`src/rtl/key_debounce_pkg.sv`:
```
// key_debounce_pkg
// Shared definitions for the multi-channel key debouncer:
//   - key_fsm_e : 2-bit per-channel FSM state encoding
//   - cnt_width : width of a counter that must hold values 0..max_val-1,
//                 never narrower than one bit so degenerate parameters still build
package key_debounce_pkg;

  typedef enum logic [1:0] {
    ST_IDLE         = 2'd0,
    ST_PRESS_WAIT   = 2'd1,
    ST_HELD         = 2'd2,
    ST_RELEASE_WAIT = 2'd3
  } key_fsm_e;

  function automatic int cnt_width(input int max_val);
    int w;
    w = $clog2(max_val);
    return (w < 32'sd1) ? 32'sd1 : w;
  endfunction

endpackage

```
`src/rtl/key_debounce_if.sv`:
```
// key_debounce_if
// Bundles the tick/raw-key inputs and the debounced level/event outputs.
//   tick_1ms    : one-clk pulse per millisecond
//   key_in      : raw button levels, 1 = pressed
//   key_state   : debounced level per key
//   key_press   : one-cycle pulse on accepted press
//   key_release : one-cycle pulse on accepted release
//   key_long    : one-cycle pulse once per press after the long-press time
// master = producer of tick/keys (board side), slave = the debouncer.
interface key_debounce_if #(
  parameter int N_KEYS = 4
);

  logic              tick_1ms;
  logic [N_KEYS-1:0] key_in;
  logic [N_KEYS-1:0] key_state;
  logic [N_KEYS-1:0] key_press;
  logic [N_KEYS-1:0] key_release;
  logic [N_KEYS-1:0] key_long;

  modport master (
    output tick_1ms, key_in,
    input  key_state, key_press, key_release, key_long
  );

  modport slave (
    input  tick_1ms, key_in,
    output key_state, key_press, key_release, key_long
  );

endinterface

```
`src/rtl/key_debounce_ch.sv`:
```
// key_debounce_ch
// One debounce channel: 2-FF synchronizer, IDLE/PRESS_WAIT/HELD/RELEASE_WAIT
// FSM, debounce counter, saturating long-press counter and registered outputs.
//   clk, rst_n  : clock, asynchronous active-low reset
//   tick_1ms    : millisecond tick; all timing counts only on this pulse
//   key_in      : raw asynchronous key level
//   key_state   : debounced level (HELD or RELEASE_WAIT)
//   key_press   : one-cycle pulse when a press is accepted
//   key_release : one-cycle pulse when a release is accepted
//   key_long    : one-cycle pulse when held time reaches LONG_MS
module key_debounce_ch
  import key_debounce_pkg::*;
#(
  parameter int DEBOUNCE_MS = 20,
  parameter int LONG_MS     = 1000
) (
  input  logic clk,
  input  logic rst_n,
  input  logic tick_1ms,
  input  logic key_in,
  output logic key_state,
  output logic key_press,
  output logic key_release,
  output logic key_long
);

  localparam int            DW        = cnt_width(DEBOUNCE_MS);
  localparam int            LW        = cnt_width(LONG_MS + 1);
  localparam logic [DW-1:0] DCNT_LAST = DW'(DEBOUNCE_MS - 1);
  localparam logic [DW-1:0] DCNT_ONE  = DW'(1);
  localparam logic [LW-1:0] LCNT_MAX  = LW'(LONG_MS);
  localparam logic [LW-1:0] LCNT_PRE  = LW'(LONG_MS - 1);
  localparam logic [LW-1:0] LCNT_ONE  = LW'(1);

  logic          sync_meta_r;
  logic          sync_s_r;
  key_fsm_e      state_r;
  key_fsm_e      state_nxt_s;
  logic [DW-1:0] dcnt_r;
  logic [DW-1:0] dcnt_nxt_s;
  logic [LW-1:0] lcnt_r;
  logic [LW-1:0] lcnt_nxt_s;
  logic          level_nxt_s;
  logic          press_nxt_s;
  logic          release_nxt_s;
  logic          long_nxt_s;
  logic          level_r;
  logic          press_r;
  logic          release_r;
  logic          long_r;

  // Two-flop synchronizer bringing the asynchronous key level into clk.
  always_ff @(posedge clk or negedge rst_n) begin
    if (!rst_n) begin
      sync_meta_r <= 1'b0;
      sync_s_r    <= 1'b0;
    end else begin
      sync_meta_r <= key_in;
      sync_s_r    <= sync_meta_r;
    end
  end

  // State register, counters and registered outputs.
  always_ff @(posedge clk or negedge rst_n) begin
    if (!rst_n) begin
      state_r   <= ST_IDLE;
      dcnt_r    <= '0;
      lcnt_r    <= '0;
      level_r   <= 1'b0;
      press_r   <= 1'b0;
      release_r <= 1'b0;
      long_r    <= 1'b0;
    end else begin
      state_r   <= state_nxt_s;
      dcnt_r    <= dcnt_nxt_s;
      lcnt_r    <= lcnt_nxt_s;
      level_r   <= level_nxt_s;
      press_r   <= press_nxt_s;
      release_r <= release_nxt_s;
      long_r    <= long_nxt_s;
    end
  end

  // Next-state and counter logic; a level change on s takes priority over a tick.
  always_comb begin
    state_nxt_s = state_r;
    dcnt_nxt_s  = dcnt_r;
    lcnt_nxt_s  = lcnt_r;
    case (state_r)
      ST_IDLE: begin
        if (sync_s_r) begin
          state_nxt_s = ST_PRESS_WAIT;
          dcnt_nxt_s  = '0;
        end else begin
          state_nxt_s = ST_IDLE;
        end
      end
      ST_PRESS_WAIT: begin
        if (!sync_s_r) begin
          state_nxt_s = ST_IDLE;
          dcnt_nxt_s  = '0;
        end else if (tick_1ms) begin
          if (dcnt_r == DCNT_LAST) begin
            state_nxt_s = ST_HELD;
            dcnt_nxt_s  = '0;
            lcnt_nxt_s  = '0;
          end else begin
            dcnt_nxt_s  = dcnt_r + DCNT_ONE;
          end
        end else begin
          state_nxt_s = ST_PRESS_WAIT;
        end
      end
      ST_HELD: begin
        if (!sync_s_r) begin
          state_nxt_s = ST_RELEASE_WAIT;
          dcnt_nxt_s  = '0;
        end else if (tick_1ms && (lcnt_r != LCNT_MAX)) begin
          // Saturation at LONG_MS is what limits key_long to once per press.
          lcnt_nxt_s  = lcnt_r + LCNT_ONE;
        end else begin
          state_nxt_s = ST_HELD;
        end
      end
      ST_RELEASE_WAIT: begin
        if (sync_s_r) begin
          // Release glitch: return to HELD, long-press progress kept.
          state_nxt_s = ST_HELD;
          dcnt_nxt_s  = '0;
        end else if (tick_1ms) begin
          if (dcnt_r == DCNT_LAST) begin
            state_nxt_s = ST_IDLE;
            dcnt_nxt_s  = '0;
            lcnt_nxt_s  = '0;
          end else begin
            dcnt_nxt_s  = dcnt_r + DCNT_ONE;
          end
        end else begin
          state_nxt_s = ST_RELEASE_WAIT;
        end
      end
      default: begin
        state_nxt_s = ST_IDLE;
        dcnt_nxt_s  = '0;
        lcnt_nxt_s  = '0;
      end
    endcase
  end

  // Output decode: values registered on the edge that samples the qualifying tick.
  always_comb begin
    press_nxt_s   = 1'b0;
    release_nxt_s = 1'b0;
    long_nxt_s    = 1'b0;
    level_nxt_s   = 1'b0;
    case (state_r)
      ST_PRESS_WAIT: begin
        if (sync_s_r && tick_1ms && (dcnt_r == DCNT_LAST)) begin
          press_nxt_s = 1'b1;
        end else begin
          press_nxt_s = 1'b0;
        end
      end
      ST_HELD: begin
        if (sync_s_r && tick_1ms && (lcnt_r == LCNT_PRE)) begin
          long_nxt_s = 1'b1;
        end else begin
          long_nxt_s = 1'b0;
        end
      end
      ST_RELEASE_WAIT: begin
        if (!sync_s_r && tick_1ms && (dcnt_r == DCNT_LAST)) begin
          release_nxt_s = 1'b1;
        end else begin
          release_nxt_s = 1'b0;
        end
      end
      default: begin
        press_nxt_s = 1'b0;
      end
    endcase
    if ((state_nxt_s == ST_HELD) || (state_nxt_s == ST_RELEASE_WAIT)) begin
      level_nxt_s = 1'b1;
    end else begin
      level_nxt_s = 1'b0;
    end
  end

  assign key_state   = level_r;
  assign key_press   = press_r;
  assign key_release = release_r;
  assign key_long    = long_r;

endmodule

```
`src/rtl/key_debounce.sv`:
```
// key_debounce
// Multi-channel push-button debouncer / event generator. Instantiates one
// key_debounce_ch per key and concatenates the per-channel outputs.
//   clk   : system clock
//   rst_n : asynchronous active-low reset
//   bus   : key_debounce_if slave (tick_1ms, key_in in; key_state,
//           key_press, key_release, key_long out)
module key_debounce
  import key_debounce_pkg::*;
#(
  parameter int N_KEYS      = 4,
  parameter int DEBOUNCE_MS = 20,
  parameter int LONG_MS     = 1000
) (
  input  logic           clk,
  input  logic           rst_n,
  key_debounce_if.slave  bus
);

  logic [N_KEYS-1:0] state_s;
  logic [N_KEYS-1:0] press_s;
  logic [N_KEYS-1:0] release_s;
  logic [N_KEYS-1:0] long_s;

  for (genvar g = 0; g < N_KEYS; g++) begin : g_ch
    key_debounce_ch #(
      .DEBOUNCE_MS (DEBOUNCE_MS),
      .LONG_MS     (LONG_MS)
    ) u_ch (
      .clk         (clk),
      .rst_n       (rst_n),
      .tick_1ms    (bus.tick_1ms),
      .key_in      (bus.key_in[g]),
      .key_state   (state_s[g]),
      .key_press   (press_s[g]),
      .key_release (release_s[g]),
      .key_long    (long_s[g])
    );
  end

  assign bus.key_state   = state_s;
  assign bus.key_press   = press_s;
  assign bus.key_release = release_s;
  assign bus.key_long    = long_s;

endmodule

```
`src/flat_wrapper.sv`:
```
// flat-port wrapper written by rule: the top's interface ports become plain ports
module key_debounce_flat import key_debounce_pkg::*;
#(
  parameter int N_KEYS      = 4,
  parameter int DEBOUNCE_MS = 20,
  parameter int LONG_MS     = 1000
)
  (clk, rst_n, bus_tick_1ms, bus_key_in, bus_key_state, bus_key_press, bus_key_release, bus_key_long);
  key_debounce_if #(.N_KEYS(N_KEYS)) bus_i ();
  input  logic clk;
  input  logic rst_n;
  input wire logic [$bits(bus_i.tick_1ms)-1:0] bus_tick_1ms;
  input wire logic [$bits(bus_i.key_in)-1:0] bus_key_in;
  output wire logic [$bits(bus_i.key_state)-1:0] bus_key_state;
  output wire logic [$bits(bus_i.key_press)-1:0] bus_key_press;
  output wire logic [$bits(bus_i.key_release)-1:0] bus_key_release;
  output wire logic [$bits(bus_i.key_long)-1:0] bus_key_long;
  assign bus_i.tick_1ms = bus_tick_1ms;
  assign bus_i.key_in = bus_key_in;
  assign bus_key_state = bus_i.key_state;
  assign bus_key_press = bus_i.key_press;
  assign bus_key_release = bus_i.key_release;
  assign bus_key_long = bus_i.key_long;
  key_debounce #(.N_KEYS(N_KEYS), .DEBOUNCE_MS(DEBOUNCE_MS), .LONG_MS(LONG_MS)) u_core (.clk(clk), .rst_n(rst_n), .bus(bus_i));
endmodule
```
`config.mk`:
```
export PLATFORM = sky130hd
export DESIGN_NAME = key_debounce_flat
export DESIGN_NICKNAME = d
export VERILOG_FILES = /design/src/rtl/key_debounce_pkg.sv /design/src/rtl/key_debounce_if.sv /design/src/rtl/key_debounce_ch.sv /design/src/rtl/key_debounce.sv /design/src/flat_wrapper.sv
export SDC_FILE = /design/constraint.sdc
export NUM_CORES = 1
export LEC_CHECK = 0
export CORE_MARGIN = 10
export CORE_UTILIZATION = 40
export DETAILED_ROUTE_END_ITERATION = 12
export PLACE_DENSITY_LB_ADDON = 0.2
export SLEW_MARGIN = 40
export SYNTH_ARGS = -nofsm -noshare
export SYNTH_HDL_FRONTEND = slang
export SYNTH_SLANG_ARGS = --single-unit
```
`constraint.sdc`:
```
create_clock -name clk -period 2.67 [get_ports clk]
set_input_delay 0.801 -clock clk [delete_from_list [all_inputs] [get_ports clk]]
set_output_delay 0.801 -clock clk [all_outputs]
set_load 0.03 [all_outputs]
```
# Yosys cells after proc, flatten, opt, wreduce, memory -nomap -nowiden
# Cells that the tools add are included.
[word_totals]
register_bits = 92
in_bits = 7
wordCells = 272
[op_classes]
addsub = 8
eq_ne = 56
mux = 124
n_reduce_logical = 48
[op_table]
columns = ["operator", "n"]
rows = [
  ["2-to-1 mux 10 bit", 24],
  ["2-to-1 mux 5 bit", 24],
  ["one-hot mux 10 bit (3 select lines)", 4],
  ["one-hot mux 5 bit (4 select lines)", 4],
  ["2-to-1 mux 2 bit", 32],
  ["inequality test 2 bit (second input constant)", 24],
  ["adder 10 x 1 -> 10 bit (second input constant)", 4],
  ["equality test 10 bit (second input constant)", 4],
  ["inequality test 10 bit (second input constant)", 4],
  ["equality test 2 bit (second input constant)", 16],
  ["2-to-1 mux 1 bit", 32],
  ["one-hot mux 2 bit (4 select lines)", 4],
  ["logical AND 1 bit", 24],
  ["adder 5 x 1 -> 5 bit (second input constant)", 4],
  ["equality test 5 bit (second input constant)", 4],
  ["AND reduction 5 bit", 4],
  ["nonzero test 3 bit", 4],
  ["equality test 2 x 1 -> 1 bit (second input constant)", 4],
  ["logical NOT 2 bit", 4],
  ["AND reduction 2 bit", 4],
  ["logical NOT 1 bit", 4],
  ["logical OR 1 bit", 4],
]

# Logic depth before layout (Yosys ltp)
# Gate-level depths: netlist of run 1.
[logic_depth]
word_depth = 8
mapped_depth = 7

# By module
# Synthesis of run 1 repeated with hierarchy kept, for this count alone.
[hier_totals]
hier_cells = 469
hier_area_um2 = 4759.6
[by_module_without_submodules]
columns = ["module", "n_inst", "cells_each", "area_each_um2"]
rows = [
  ["key_debounce_ch (u_core.g_ch[1].u_ch ...)", 2, 117, 1166.1],
  ["key_debounce_ch (u_core.g_ch[3].u_ch)", 1, 122, 1261.2],
  ["key_debounce_ch (u_core.g_ch[0].u_ch)", 1, 113, 1166.1],
]

# Least setup slack after synthesis of run 1
# OpenSTA, ideal clock, no wires.
[synth_path]
path_type = "input-to-reg"
start = "input bus_tick_1ms"
end = "register u_core.g_ch[2].u_ch.lcnt_r[1]"
setup_time_ns = 0.080
arrival_time_ns = 2.114
required_time_ns = 2.590
setup_slack_ns = 0.476
path_stages = 5
path_buffers = 1
path_cell_list = "buf_2 nand4b_1 a41oi_1 o21bai_1 mux2i_1"
[synth_between]
elab_chain_len = 3
word_cells_on_any_way = 7
cone_classes = "eq/ne (1); mux (4); reduce/logical (2)"
[synth_rtl]
columns = ["element", "line_no", "rtl"]
rows = [
  ["start, declared", "flat_wrapper.sv:12", "input wire logic [$bits(bus_i.tick_1ms)-1:0] bus_tick_1ms;"],
  ["2-to-1 mux 10 bit / logical AND 1 bit (equally long branches)", "--", ""],
  ["2-to-1 mux 10 bit, or another cell as far along", "--", ""],
  ["one-hot mux 10 bit (3 select lines) / AND reduction 5 bit (equally long branches)", "--", ""],
  ["end signal, assigned", "key_debounce_ch.sv:76", "lcnt_r <= lcnt_nxt_s;"],
  ["end, declared", "key_debounce_ch.sv:41", "logic [LW-1:0] lcnt_r;"],
]
# Several ways; a longest one is shown, not always the timed one. The select of a mux whose other input is x is not followed.
# A chain may end at the register's enable or synchronous reset.

# Worst setup path in the final report of run 1
[layout_path]
start = "register u_core.g_ch[1].u_ch.level_r"
end = "output bus_key_state[1]"
[layout_lines]
columns = ["element", "line_no", "rtl"]
rows = [
  ["start, declared", "key_debounce_ch.sv:47", "logic level_r;"],
  ["start signal, assigned", "key_debounce_ch.sv:77", "level_r <= level_nxt_s;"],
  ["end, declared", "flat_wrapper.sv:14", "output wire logic [$bits(bus_i.key_state)-1:0] bus_key_state;"],
]
# No word-level cell between the ends.

==> results.json, run 1 <==
{
  "hold_viol": 0,
  "placed_cells": 692,
  "setup_slack_ns": 0.2000,
  "areaGrowthSynthToFinish_pct": 15.63,
  "fmax_mhz": 404.9,
  "ys_warn_count": 0,
  "n_antenna_cell": 0,
  "synthFlopType": "dfrtp_1",
  "syn_area_mm2": 0.004948,
  "routed_via_density": 5.451,
  "tritoncts": "built",
  "grt_pass1_wl_mm": 18.15,
  "drt_first_pass_iters": 5,
  "drv_cap": 0,
  "fin_nets": 554,
  "grt_pass1_vias": 3795,
  "slew_headroom_pct": 53.73,
  "holdWs_ns": 0.3520,
  "gp_congestion": 0.8489,
  "synth_fp_nets": 523,
  "route.antenna.remaining_nets": 0,
  "io_pins": 23,
  "worstSetupStartpointType": "register",
  "rsz0062_at_grt": "no",
  "design.die.area_mm2": 0.01722,
  "clkTransAtPathRegs_ns": 0.06,
  "finalInstanceArea_mm2": 0.005722,
  "cts_resized": 0,
  "crit_fanout": 12,
  "irDropWorstVdd_mv": 0.3198,
  "synthCells": 504,
  "setup_viol": 0,
  "cts.sinks": 89,
  "grt-ovfl-total": 0,
  "grtUsageTotal_pct": 12.32,
  "ctsHoldBuffers": 0,
  "die_h_um": 131.2,
  "routedWlPerCell_um": 14.89,
  "maxSlewViolCount": 0,
  "ys_types": 72,
  "fin_crit_ns": 2.470,
  "finalCritPeriodShare_pct": 92.51,
  "clk_latency_ns": 0.34,
  "synth-seq-cells": 89,
  "p_total_mw": 3.023,
  "clockBufferDepth": 2,
  "synth-edff-count": 0,
  "drive_gt1_share_pct": 12.99,
  "rows": 40,
  "powerDensity_mw_per_mm2": 528.4,
  "finClkSkew_ns": 0.004429,
  "crit_family": "buffers and inverters",
  "place_area_mm2": 0.005410,
  "cts_made_buffers": 9,
  "hold_class": "register to register",
  "first_iter_violations": 365,
  "pre_cts_ws_ns": -0.02890,
  "start_util_pct": 41.03,
  "cp_num_buf_inv": 1,
  "synth.avg_cell_area_um2": 9.818,
  "ys_async_sr_fraction_pct": 100.0,
  "cpMaxStageDelayCell": "clkdlybuf4s50_1",
  "fp.dieW_um": 131.2,
  "hpwlAfterDp_mm": 7.298,
  "cts_setup_buffers": 0,
  "cp_data_required_time_ns": 1.87,
  "slowest_delay_ns": 0.76,
  "antenna_found_initial": 0,
  "fin_util_pct": 47.44,
  "finalSetupTns_ns": 0,
  "routed_wl_mm": 10.53,
  "status": "complete, no violations",
  "core_mm2": 0.01206,
  "drc": 0,
  "num_vias": 3854,
  "synth-seq-area-share_pct": 45.01,
  "htree_num_levels": 3,
  "power_leakage_nw": 2.428,
  "critPathKind": "register to output port",
  "root_buffer": "clkbuf_16",
  "port_buffers": 22,
  "worst_ep_arrival_time_ns": 1.67,
  "grt_max_degree": 43,
  "crit_path_cell_trace": "clkdlybuf4s50_1",
  "worstMarginPinSlew_ns": 0.6890,
  "cp-end-kind": "output port",
  "stdcell_count": 707
}
[flip-flops by register name, summed over array words and instances (netlist names)]
signal and cells:
u_core.g_ch.u_ch.dcnt_r 20, u_core.g_ch.u_ch.key_long 4, u_core.g_ch.u_ch.key_press 4, u_core.g_ch.u_ch.key_release 4, u_core.g_ch.u_ch.key_state 4, u_core.g_ch.u_ch.lcnt_r 40, u_core.g_ch.u_ch.state_r 5, u_core.g_ch.u_ch.sync_meta_r 4
u_core.g_ch.u_ch.sync_s_r 4
[worst paths after layout]
path | startpoint | end | slack [ns] | cells after the start
setup / recovery | u_core.g_ch[1].u_ch.key_state | bus_key_state[1] | 0.20 | 1
hold / removal | u_core.g_ch[2].u_ch.sync_meta_r | u_core.g_ch[2].u_ch.sync_s_r | 0.35 | 0
setup reg to reg | u_core.g_ch[1].u_ch.dcnt_r[2] | u_core.g_ch[1].u_ch.lcnt_r[9] | 0.66 | 4
hold reg to reg | u_core.g_ch[2].u_ch.sync_meta_r | u_core.g_ch[2].u_ch.sync_s_r | 0.35 | 0
max in group asynchronous | rst_n | u_core.g_ch[3].u_ch.key_press | 1.68 | 2
min in group asynchronous | rst_n | u_core.g_ch[1].u_ch.lcnt_r[6] | 0.39 | 1
[final cells by class]
cell class / instances / area (um2)
inverter: 24 / 90.09
sequential: 89 / 2227
multi-input combinational: 358 / 2420
fill: 1138 / 6340
clock buffer: 12 / 246.5
tap: 168 / 210.2
clock inverter: 3 / 65.06
timing repair buffer: 53 / 462.9
[layer usage]
| metal | track usage [%] | wire (um) | vias to the layer above |
|---|---|---|---|
| li1 | - | - | 1906 |
| met1 | 15.19 | 4965 | 1874 |
| met2 | 19.97 | 5059 | 66 |
| met3 | 4.192 | 415 | 8 |
| met4 | 3.500 | 87 | 0 |
| met5 | 0 | 0 | - |
[cells in the final DEF, fill, tap and decap left out, types with 8 or more instances in the layout]
cell type,Yosys,final
nor3_1,8,8
clkbuf_16,0,9
clkdlybuf4s50_1,0,21
xnor2_1,8,8
a21oi_1,23,23
dfrtp_1,89,89
nor2_1,17,17
o21ai_0,16,16
buf_4,16,31
inv_1,23,23
o22ai_1,18,18
nand3_1,21,21
mux2i_1,12,12
nand2b_1,14,14
nand4_1,9,9
nand2_1,57,57
and3_1,9,9
a31oi_1,14,14
ha_1,12,12
[worst register-to-register path, delay by kind of cell (launching register included)]
kind / cells / cell delay [ns]
simple gates: 2 / 1.03
flops: 1 / 0.47
compound gates: 2 / 0.45
[report_power, final]
part	internal [mW]	leakage, nW	switching (mW)	total (mW)
registers	1.39	1.17	0.0674	1.46
clock network	0.840	0.153	0.513	1.35
logic	0.0908	1.10	0.119	0.210
[Yosys cell counts, drive strengths merged, types with 8 or more instances]
| library cell | instances | share of area [%] |
|---|---|---|
| nor3b | 8 | 1.3 |
| a31oi | 14 | 1.8 |
| o21ai | 18 | 1.8 |
| inv | 23 | 1.7 |
| nor2 | 17 | 1.3 |
| mux2i | 12 | 2.4 |
| and3 | 11 | 1.4 |
| nand3 | 21 | 2.1 |
| buf | 21 | 3.2 |
| nand4 | 9 | 1.1 |
| clkbuf | 12 | 1.1 |
| nor3 | 8 | 0.81 |
| dfrtp | 89 | 45 |
| nand2 | 57 | 4.3 |
| nand2b | 14 | 1.8 |
| ha | 12 | 3.0 |
| a21oi | 23 | 2.3 |
| xnor2 | 8 | 1.4 |
| o22ai | 18 | 2.3 |
[logic make-up (layout without fill, tap and decap cells)]
kind of cell | after synthesis | count (layout) | synth area share (%)
mux | 18 | 18 | 3.793
compound gates | 122 | 122 | 17.62
flops | 89 | 89 | 45.01
fa+ha+maj | 12 | 12 | 3.034
xor+xnor | 14 | 14 | 2.478
buf+inv | 57 | 92 | 6.093
simple gates | 192 | 192 | 21.97
Note: power is estimated with default switching activity, not from simulation.
==> run 2: changes to the inputs <==
- clock period: 2.67 -> 2.12 ns (I/O delays scaled with it)
==> results.json, run 2 (synthesis gave the netlist of run 1 again) <==
{
  "tritoncts": "built",
  "critPathKind": "input pin to register",
  "busiest_layer": "met2",
  "crit_path_start": "bus_tick_1ms",
  "reg_top3": "u_core.g_ch.u_ch.lcnt_r: 40 flops, u_core.g_ch.u_ch.dcnt_r: 20 flops, u_core.g_ch.u_ch.state_r: 5 flops",
  "grt-ovfl-total": 0,
  "maxSlewViolCount": 0,
  "comb_power_share_pct": 7.7,
  "grt_max_degree": 39,
  "fp.dieW_um": 131.2,
  "reg2reg_from": "u_core.g_ch[1].u_ch.dcnt_r[3]",
  "worst_ep_arrival_time_ns": 2.35,
  "power_leakage_nw": 2.574,
  "drive_gt1_share_pct": 18.73,
  "reg2reg_depth": 4,
  "cts.sinks": 89,
  "antenna_found_initial": 0,
  "seqCellArea_mm2": 0.002227,
  "cpMaxStageDelayCell": "or4_4",
  "power.share.sequential_pct": 47.6,
  "design.die.area_mm2": 0.01722,
  "pwr-share-clk_pct": 44.7,
  "crit_family": "simple AND/OR/NAND/NOR gates",
  "place_area_mm2": 0.005610,
  "hold_viol": 0,
  "start_util_pct": 41.03,
  "io_pins": 23,
  "setup_viol": 0,
  "n_antenna_cell": 0,
  "layout_commonest_cell": "dfrtp_1",
  "worstMarginPinSlew_ns": 0.7858,
  "routedWlPerCell_um": 14.30,
  "fillers": 1128,
  "fin_crit_ns": 2.057,
  "clk_latency_ns": 0.35,
  "core_mm2": 0.01206,
  "p_total_mw": 3.856,
  "largest_reg_flops": 40,
  "slowest_delay_ns": 0.51,
  "fin_nets": 580,
  "max_flop_register": "u_core.g_ch.u_ch.lcnt_r",
  "placed_cells": 717,
  "die_h_um": 131.2,
  "root_buffer": "clkbuf_16",
  "irDropWorstVdd_mv": 0.2881,
  "worstSetupStartpointType": "input pin",
  "grt_pass1_vias": 3834,
  "route.antenna.remaining_nets": 0,
  "p_int_mw": 2.922,
  "ctsHoldBuffers": 0,
  "finClkSkew_ns": 0.006896,
  "num_vias": 3979,
  "rows": 40,
  "pre_cts_ws_ns": -0.4057,
  "gr-usage-met1_pct": 15.99,
  "grt_use_met2_pct": 19.44,
  "net-switching-power_mw": 0.9338,
  "r2r_end": "u_core.g_ch[1].u_ch.lcnt_r[9]",
  "crit_cells": 6,
  "cp-end-kind": "register",
  "finalInstanceArea_mm2": 0.005986,
  "setup_slack_ns": 0.06324,
  "routed_via_density": 5.421,
  "grt_pass1_wl_mm": 18.28,
  "crit_path_cell_trace": "clkdlybuf4s50_1 > buf_6 > nand2_1 > or4_4 > a2111oi_4 > a211o_1",
  "port_buffers": 22,
  "holdWs_ns": 0.1911,
  "met3_usage_pct": 2.706,
  "multi_input_area_mm2": 0.002467,
  "slew_headroom_pct": 47.26,
  "drc": 0,
  "crit_fanout": 7,
  "stdcell_count": 734,
  "clkTransAtPathRegs_ns": 0.07,
  "drt_first_pass_iters": 4,
  "hpwlAfterDp_mm": 7.598,
  "gp_congestion": 0.8440,
  "hold_class": "input pin to async pin",
  "powerDensity_mw_per_mm2": 644.2,
  "routed_wl_mm": 10.50,
  "drv_cap": 0,
  "grtUsageTotal_pct": 12.45,
  "final_cell_mix": "dfrtp_1 (89), nand2_1 (56), buf_4 (55)",
  "first_iter_violations": 301,
  "cts_made_buffers": 9,
  "finalCritPeriodShare_pct": 97.02,
  "areaGrowthSynthToFinish_pct": 20.96,
  "cp_num_buf_inv": 2,
  "r2r_setup_slack_ns": 0.14,
  "htree_num_levels": 3,
  "clockBufferDepth": 2,
  "fmax_mhz": 486.2,
  "status": "complete, no violations",
  "cp_data_required_time_ns": 2.41,
  "switching_share_pct": 24.22
}
==> run 2: area by class of cell <==
class / count / share of cell area, %
clock buffers: 9 / 3.763
clock inverters: 7 / 1.547
repair buffers: 79 / 11.25
well taps: 168 / 3.512
flip-flops and latches: 89 / 37.21
inverters: 24 / 1.505
multi-input cells: 358 / 41.22
==> run 2: worst register-to-register path, cell delays in order, from the launching register on <==
cell and delay, ns:
dfrtp_1 0.42, or3b_4 0.43, or4_4 0.60, a2111oi_4 0.32, a211o_1 0.16
==> run 2: power groups by stage <==
stage / combinational [mW] / clock (mW) / sequential (mW)
after detailed placement: 0.295 / 0 / 1.86
after global placement: 0.289 / 0 / 1.86
after global routing: 0.337 / 1.84 / 1.84
after floorplan: 0.179 / 0 / 1.83
final: 0.296 / 1.72 / 1.84
after CTS: 0.298 / 1.78 / 1.83
==> run 2: worst max-delay path by stage <==
stage | end | slack, ns
after floorplan | u_core.g_ch[2].u_ch.lcnt_r[1] | 0.09
after global placement | u_core.g_ch[3].u_ch.lcnt_r[9] | -0.35
after detailed placement | u_core.g_ch[1].u_ch.lcnt_r[9] | -0.41
after CTS | u_core.g_ch[3].u_ch.lcnt_r[9] | 0.03
after global routing | u_core.g_ch[3].u_ch.lcnt_r[6] | -0.02
final | u_core.g_ch[1].u_ch.lcnt_r[9] | 0.06
==> run 2: stage by stage <==
| step | TNS [ns] | util (%) |
|---|---|---|
| 2_1_floorplan | 0 | - |
| 3_3_place_gp | -10.97 | 46.51 |
| 3_5_place_dp | -12.39 | 46.51 |
| 4_1_cts | 0 | 49.19 |
| 5_1_grt | -0.01691 | 49.63 |
| 6_report | 0 | 49.63 |
==> run 2: what timing repair did <==
item                       4_1_cts  5_1_grt
hold endpoints to repair         0        0
pin swaps                        1        1
buffers inserted                 0        1
setup endpoints to repair        3        8
gates resized for setup          2       10
==> run 2: routing by layer <==
| layer | share of wire (%) | wire [um] | vias to the layer above |
|---|---|---|---|
| li1 | - | - | 1958 |
| met1 | 47 | 4978 | 1945 |
| met2 | 47 | 4955 | 57 |
| met3 | 3.3 | 349 | 19 |
| met4 | 2.0 | 215 | 0 |
| met5 | 0 | 0 | - |
